## config.mk

```make
export PLATFORM = sky130hd
export DESIGN_NAME = pc_regfile_state_flat
export DESIGN_NICKNAME = d
export VERILOG_FILES = /design/src/rtl/pc_regfile_state_pkg.sv /design/src/rtl/pc_regfile_state_if.sv /design/src/rtl/pc_regfile_state_state_reg.sv /design/src/rtl/pc_regfile_state.sv /design/src/flat_wrapper.sv
export SDC_FILE = /design/constraint.sdc
export NUM_CORES = 2
export LEC_CHECK = 0
export ABC_CLOCK_PERIOD_IN_PS = 33600
export CAP_MARGIN = 15
export CORE_MARGIN = 8
export CORE_UTILIZATION = 56
export DETAILED_ROUTE_END_ITERATION = 6
export HOLD_SLACK_MARGIN = 0.03
export PLACE_DENSITY = 0.86
export SLEW_MARGIN = 20
export SYNTH_ARGS = -nofsm -noshare
export SYNTH_HDL_FRONTEND = slang
export SYNTH_SLANG_ARGS = --single-unit
```

## constraint.sdc

```tcl
create_clock -name clk -period 33.6 [get_ports clk]
set_clock_uncertainty 0.15 [all_clocks]
set_input_delay 6.72 -clock clk [delete_from_list [all_inputs] [get_ports clk]]
set_output_delay 6.72 -clock clk [all_outputs]
set_load 0.1 [all_outputs]
```

## src/rtl/pc_regfile_state_pkg.sv

```systemverilog
// Shared constants and types for the architectural state block
// (program counter plus integer register file).
package pc_regfile_state_pkg;

    localparam int          ADDR_WIDTH_DEF = 5;
    localparam int          DATA_WIDTH_DEF = 32;
    localparam logic [31:0] PC_RESET_DEF   = 32'h8000_0000;

    typedef logic [DATA_WIDTH_DEF-1:0] word_t;

endpackage : pc_regfile_state_pkg

```

## src/rtl/pc_regfile_state_if.sv

```systemverilog
// Bundle of the PC and register-file signals exchanged between the
// core datapath (master) and the architectural state block (slave).
// There is no valid/ready handshake here: the PC load is qualified by
// pc_wen and the register write by rf_wen, both sampled on the rising
// clock edge; the read port is a pure combinational lookup.
interface pc_regfile_state_if
    import pc_regfile_state_pkg::*;
#(
    parameter int ADDR_WIDTH = ADDR_WIDTH_DEF,
    parameter int DATA_WIDTH = DATA_WIDTH_DEF
);

    logic [DATA_WIDTH-1:0] pc_din;
    logic                  pc_wen;
    logic [DATA_WIDTH-1:0] pc_dout;
    logic                  rf_wen;
    logic [ADDR_WIDTH-1:0] rf_waddr;
    logic [DATA_WIDTH-1:0] rf_wdata;
    logic [ADDR_WIDTH-1:0] rf_raddr;
    logic [DATA_WIDTH-1:0] rf_rdata;

    // Datapath side: drives next-PC and write/read requests.
    modport master (
        output pc_din, pc_wen, rf_wen, rf_waddr, rf_wdata, rf_raddr,
        input  pc_dout, rf_rdata
    );

    // State block side: holds PC and registers, returns read data.
    modport slave (
        input  pc_din, pc_wen, rf_wen, rf_waddr, rf_wdata, rf_raddr,
        output pc_dout, rf_rdata
    );

endinterface : pc_regfile_state_if

```

## src/rtl/pc_regfile_state_state_reg.sv

```systemverilog
// Generic enable-gated register with an asynchronous active-high reset
// to a parameterised value. Used for the PC and every register entry.
module state_reg
    import pc_regfile_state_pkg::*;
#(
    parameter int               WIDTH     = DATA_WIDTH_DEF,
    parameter logic [WIDTH-1:0] RESET_VAL = '0
) (
    input  logic             clk,
    input  logic             rst,
    input  logic             wen,
    input  logic [WIDTH-1:0] din,
    output logic [WIDTH-1:0] dout
);

    logic [WIDTH-1:0] dout_d;
    logic [WIDTH-1:0] dout_q;

    // Next value: load din when enabled, otherwise hold.
    always_comb begin
        dout_d = dout_q;
        if (wen) begin
            dout_d = din;
        end
    end

    // Storage flop; reset takes effect immediately, without a clock edge.
    always_ff @(posedge clk or posedge rst) begin
        if (rst) begin
            dout_q <= RESET_VAL;
        end else begin
            dout_q <= dout_d;
        end
    end

    assign dout = dout_q;

endmodule : state_reg

```

## src/rtl/pc_regfile_state.sv

```systemverilog
// Architectural state of the single-cycle core: the program counter and
// the integer register file (one synchronous write port, one
// combinational read port, entry 0 hardwired to zero).
module pc_regfile_state
    import pc_regfile_state_pkg::*;
#(
    parameter int                    ADDR_WIDTH = ADDR_WIDTH_DEF,
    parameter int                    DATA_WIDTH = DATA_WIDTH_DEF,
    parameter logic [DATA_WIDTH-1:0] PC_RESET   = PC_RESET_DEF
) (
    input  logic                 clk,
    input  logic                 rst,
    pc_regfile_state_if.slave    bus
);

    localparam int NUM_REGS = 1 << ADDR_WIDTH;

    // One decoded write enable per writable entry; entry 0 has none.
    logic [NUM_REGS-1:1]   rf_we;
    logic [DATA_WIDTH-1:0] rf_entry [NUM_REGS];

    // PC: plain enable-gated register; the increment is the caller's job.
    state_reg #(
        .WIDTH     (DATA_WIDTH),
        .RESET_VAL (PC_RESET)
    ) u_pc (
        .clk  (clk),
        .rst  (rst),
        .wen  (bus.pc_wen),
        .din  (bus.pc_din),
        .dout (bus.pc_dout)
    );

    // Write-address decode, gated by rf_wen so a disabled write never
    // lets an undefined address reach any entry.
    always_comb begin
        rf_we = '0;
        for (int i = 1; i < NUM_REGS; i++) begin
            rf_we[i] = bus.rf_wen && (bus.rf_waddr == ADDR_WIDTH'(i));
        end
    end

    // x0 is a constant, so writes to address 0 simply have nowhere to go.
    assign rf_entry[0] = '0;

    for (genvar g = 1; g < NUM_REGS; g++) begin : g_rf
        state_reg #(
            .WIDTH     (DATA_WIDTH),
            .RESET_VAL ('0)
        ) u_entry (
            .clk  (clk),
            .rst  (rst),
            .wen  (rf_we[g]),
            .din  (bus.rf_wdata),
            .dout (rf_entry[g])
        );
    end

    // Combinational read of the stored value; no write-to-read bypass,
    // so a same-cycle write becomes visible only after the edge.
    assign bus.rf_rdata = rf_entry[bus.rf_raddr];

endmodule : pc_regfile_state

```

## src/flat_wrapper.sv

```systemverilog
// flat-port wrapper written by rule: the top's interface ports become plain ports
module pc_regfile_state_flat import pc_regfile_state_pkg::*;
#(
    parameter int                    ADDR_WIDTH = ADDR_WIDTH_DEF,
    parameter int                    DATA_WIDTH = DATA_WIDTH_DEF,
    parameter logic [DATA_WIDTH-1:0] PC_RESET   = PC_RESET_DEF
)
  (clk, rst, bus_pc_din, bus_pc_wen, bus_rf_wen, bus_rf_waddr, bus_rf_wdata, bus_rf_raddr, bus_pc_dout, bus_rf_rdata);
  pc_regfile_state_if #(.ADDR_WIDTH(ADDR_WIDTH), .DATA_WIDTH(DATA_WIDTH)) bus_i ();
  input  logic clk;
  input  logic rst;
  input wire logic [$bits(bus_i.pc_din)-1:0] bus_pc_din;
  input wire logic [$bits(bus_i.pc_wen)-1:0] bus_pc_wen;
  input wire logic [$bits(bus_i.rf_wen)-1:0] bus_rf_wen;
  input wire logic [$bits(bus_i.rf_waddr)-1:0] bus_rf_waddr;
  input wire logic [$bits(bus_i.rf_wdata)-1:0] bus_rf_wdata;
  input wire logic [$bits(bus_i.rf_raddr)-1:0] bus_rf_raddr;
  output wire logic [$bits(bus_i.pc_dout)-1:0] bus_pc_dout;
  output wire logic [$bits(bus_i.rf_rdata)-1:0] bus_rf_rdata;
  assign bus_i.pc_din = bus_pc_din;
  assign bus_i.pc_wen = bus_pc_wen;
  assign bus_i.rf_wen = bus_rf_wen;
  assign bus_i.rf_waddr = bus_rf_waddr;
  assign bus_i.rf_wdata = bus_rf_wdata;
  assign bus_i.rf_raddr = bus_rf_raddr;
  assign bus_pc_dout = bus_i.pc_dout;
  assign bus_rf_rdata = bus_i.rf_rdata;
  pc_regfile_state #(.ADDR_WIDTH(ADDR_WIDTH), .DATA_WIDTH(DATA_WIDTH), .PC_RESET(PC_RESET)) u_core (.clk(clk), .rst(rst), .bus(bus_i));
endmodule
```

==> flow_summary.ini <==
[route]
wl_met1_um = 47800
drc_errors = 0
drtAntennaViolNets = 0
wl_per_cell_um = 28.6
firstDrtPassIters = 5
routed.top_layer = met5
vias = 27200
wl_met2_um = 57500
drt-initial-drc-count = 2398
wl_met3_um = 9050
wl_um = 119000
via_per_inst = 6.56

[pwr]
p_total_mw = 3.37
ir_drop_uv = 51.1
total_leakage_power_nw = 23.2
power.density_nw_per_um2 = 64.9

[synth]
synth-seq-cells = 1024
synth.top_cell.area_share_pct = 55.2
synth_warnings = 0
synth.distinct_cells = 28
synth_top_area_cell = dfrtp_1
synthTopCellsByArea = dfrtp_1 55%, mux2_2 25%, mux4_2 9.3%
ys_seq_area_share_pct = 55.3
synthesis.nets = 3062
synth_area_per_cell_um2 = 15.5
synth_area_um2 = 46300
synthCells = 2984

[clocking]
h-tree-depth = 3
cts_tree = yes
clockBufferDepth = 3
cts_resized = 0
hold_buffers = 0
numCtsBuffers = 102
cts_setup_buffers = 0
path_clk_slew_ps = 60
clock-root-buffer = clkbuf_16
cts.sinks = 1024
worstSkewPairLatency_ps = 670

[setup_path]
start_kind = primary input
crit_type = primary input to primary output
cp_slowest_stage_delay_ps = 1270
path_max_fanout = 87
end_kind = primary output
worstPathRequired_ps = 26730
crit_chain = buf_8, buf_4, buf_4, mux4_2, mux2i_1, and2_1, o31ai_1, clkdlybuf4s50_1
cp_common_cell = buf_4
crit_arrival_ps = 11740
critPathTopFamily = buffers and inverters
critPathBufInv = 4
crit_slowest_cell = clkdlybuf4s50_1

[cells_and_area]
fin_util_pct = 63.4
n_fill_cell = 5513
area_delta_synth_final_pct = 12.1
nets = 3068
drive_above_1_share_pct = 48.3

[job]
cap_violations = 0

[min_path]
hold_path_class = flop to flop

[floorplanning]
rows = 105
ioPinCount = 142
die_area_um2 = 92200
initial_core_util_pct = 56.5
die_y_um = 304
core_um2 = 82000
die_w_um = 304

[placed_design]
gp_congestion = 0.780
io_buffers = 141
dp_hpwl_um = 67100

[sta]
fin_crit_sh_pct = 55.4
worst_slew_pin_slew_ps = 1150
whs_ps = 333
rsz0062_at_grt = false
setup_viol = 0
hold_violations = 0
max_slew_margin_pct = 23.4
fmax_mhz = 53.7
min_period_ps = 18610
totalNegativeSetupSlack_ps = 0
maxSlewViolCount = 0

[grt]
grt_overflow_total = 0
antenna_found_initial = 7
grt_first_pass_wirelength_um = 182000
grt_pass1_vias = 29500
track_usage_pct = 25.3
grt_max_degree = 192

[status]
status = finished, final reports clean
[logic make-up (layout without fill, tap and decap cells)]
| kind of cell | count (synthesis) | after routing | share of synthesized area [%] |
|---|---|---|---|
| mux | 1344 | 1344 | 37.1 |
| flops | 1024 | 1024 | 55.3 |
| buf+inv | 304 | 396 | 2.95 |
| compound gates | 224 | 224 | 3.63 |
| simple gates | 88 | 88 | 1.05 |
| other cells | 0 | 6 | 0 |
[cells in the mapped netlist (all sizes together)]
master and n:
and2b 2, buf 140, and2 33, dfstp 1
mux4 192, a211oi 32, nor4 2, nand3 2
nor2 15, or2 1, nand4 3, o22ai 32
inv 2, dfrtp 1023, nand2 13, clkbuf 162
a22o 96, o31ai 32, mux2i 96, nor3 5
mux2 1056, o21ai 32, nor2b 5, nand2b 7
[cell type report]
type                       count  area (um2)  area share [%]
antenna                        6        15.0          0.0289
clock buffer                 148        2960            5.69
clock inverter                42         489           0.942
inverter                       2        11.3          0.0217
multi-input combinational   1656       19500            37.6
sequential                  1024       25600            49.3
tap                         1070        1340            2.58
timing repair buffer         204        1960            3.78
[metrics by stage]
step,cell area (um2),std cells,setup WS [ps]
after floorplan,46300,2984,12620
after global placement,48400,3954,14900
after detailed placement,48400,3954,14940
after CTS,51900,4144,14940
after global routing,51900,4148,14690
final,51900,4152,14990
[sequential cells by signal, summed over array words and instances, names as in the netlist]
register and count:
u_core.u_pc.dout 32, u_core.g_rf.u_entry.dout 992
[placed cells by master (no fill, tap or decap), drive strengths merged, types with 6 or more instances in the layout]
cell	count
nand2	13
o31ai	32
buf	69
clkdlybuf4s50	134
clkbuf	149
o21ai	32
o22ai	32
dfrtp	1023
and2	33
clkinv	29
mux2i	96
nor2	15
mux2	1056
nand2b	7
a211oi	32
a22o	96
mux4	192
diode	6
bufinv	8
[final timing paths]
| kind | from | endpoint | slack, ps | depth (start not counted) |
|---|---|---|---|---|
| setup reg to reg | u_core.g_rf[18].u_entry.dout[17] | u_core.g_rf[18].u_entry.dout[17] | 32630 | 1 |
| hold reg to reg | u_core.g_rf[12].u_entry.dout[27] | u_core.g_rf[12].u_entry.dout[27] | 330 | 1 |
| max in group asynchronous | rst | u_core.g_rf[22].u_entry.dout[5] | 24260 | 5 |
| min in group asynchronous | rst | u_core.g_rf[3].u_entry.dout[21] | 6510 | 3 |
| setup / recovery | bus_rf_raddr[0] | bus_rf_rdata[30] | 14990 | 8 |
| hold / removal | u_core.g_rf[12].u_entry.dout[27] | u_core.g_rf[12].u_entry.dout[27] | 330 | 1 |
[power breakdown]
part / total, mW / leakage (nW) / internal, mW / switching (mW)
sequential: 1.60 / 13.1 / 1.47 / 0.126
combinational: 0.613 / 8.40 / 0.323 / 0.290
clock: 1.16 / 1.71 / 0.675 / 0.484
[routing by layer]
| layer | up-vias | global-route usage (%) |
|---|---|---|
| met2 | 1106 | 40.5 |
| met5 | - | 0 |
| met1 | 14800 | 33.8 |
| li1 | 11100 | - |
| met4 | 4 | 10.0 |
| met3 | 255 | 5.57 |
(Power assumes the default switching activity.)
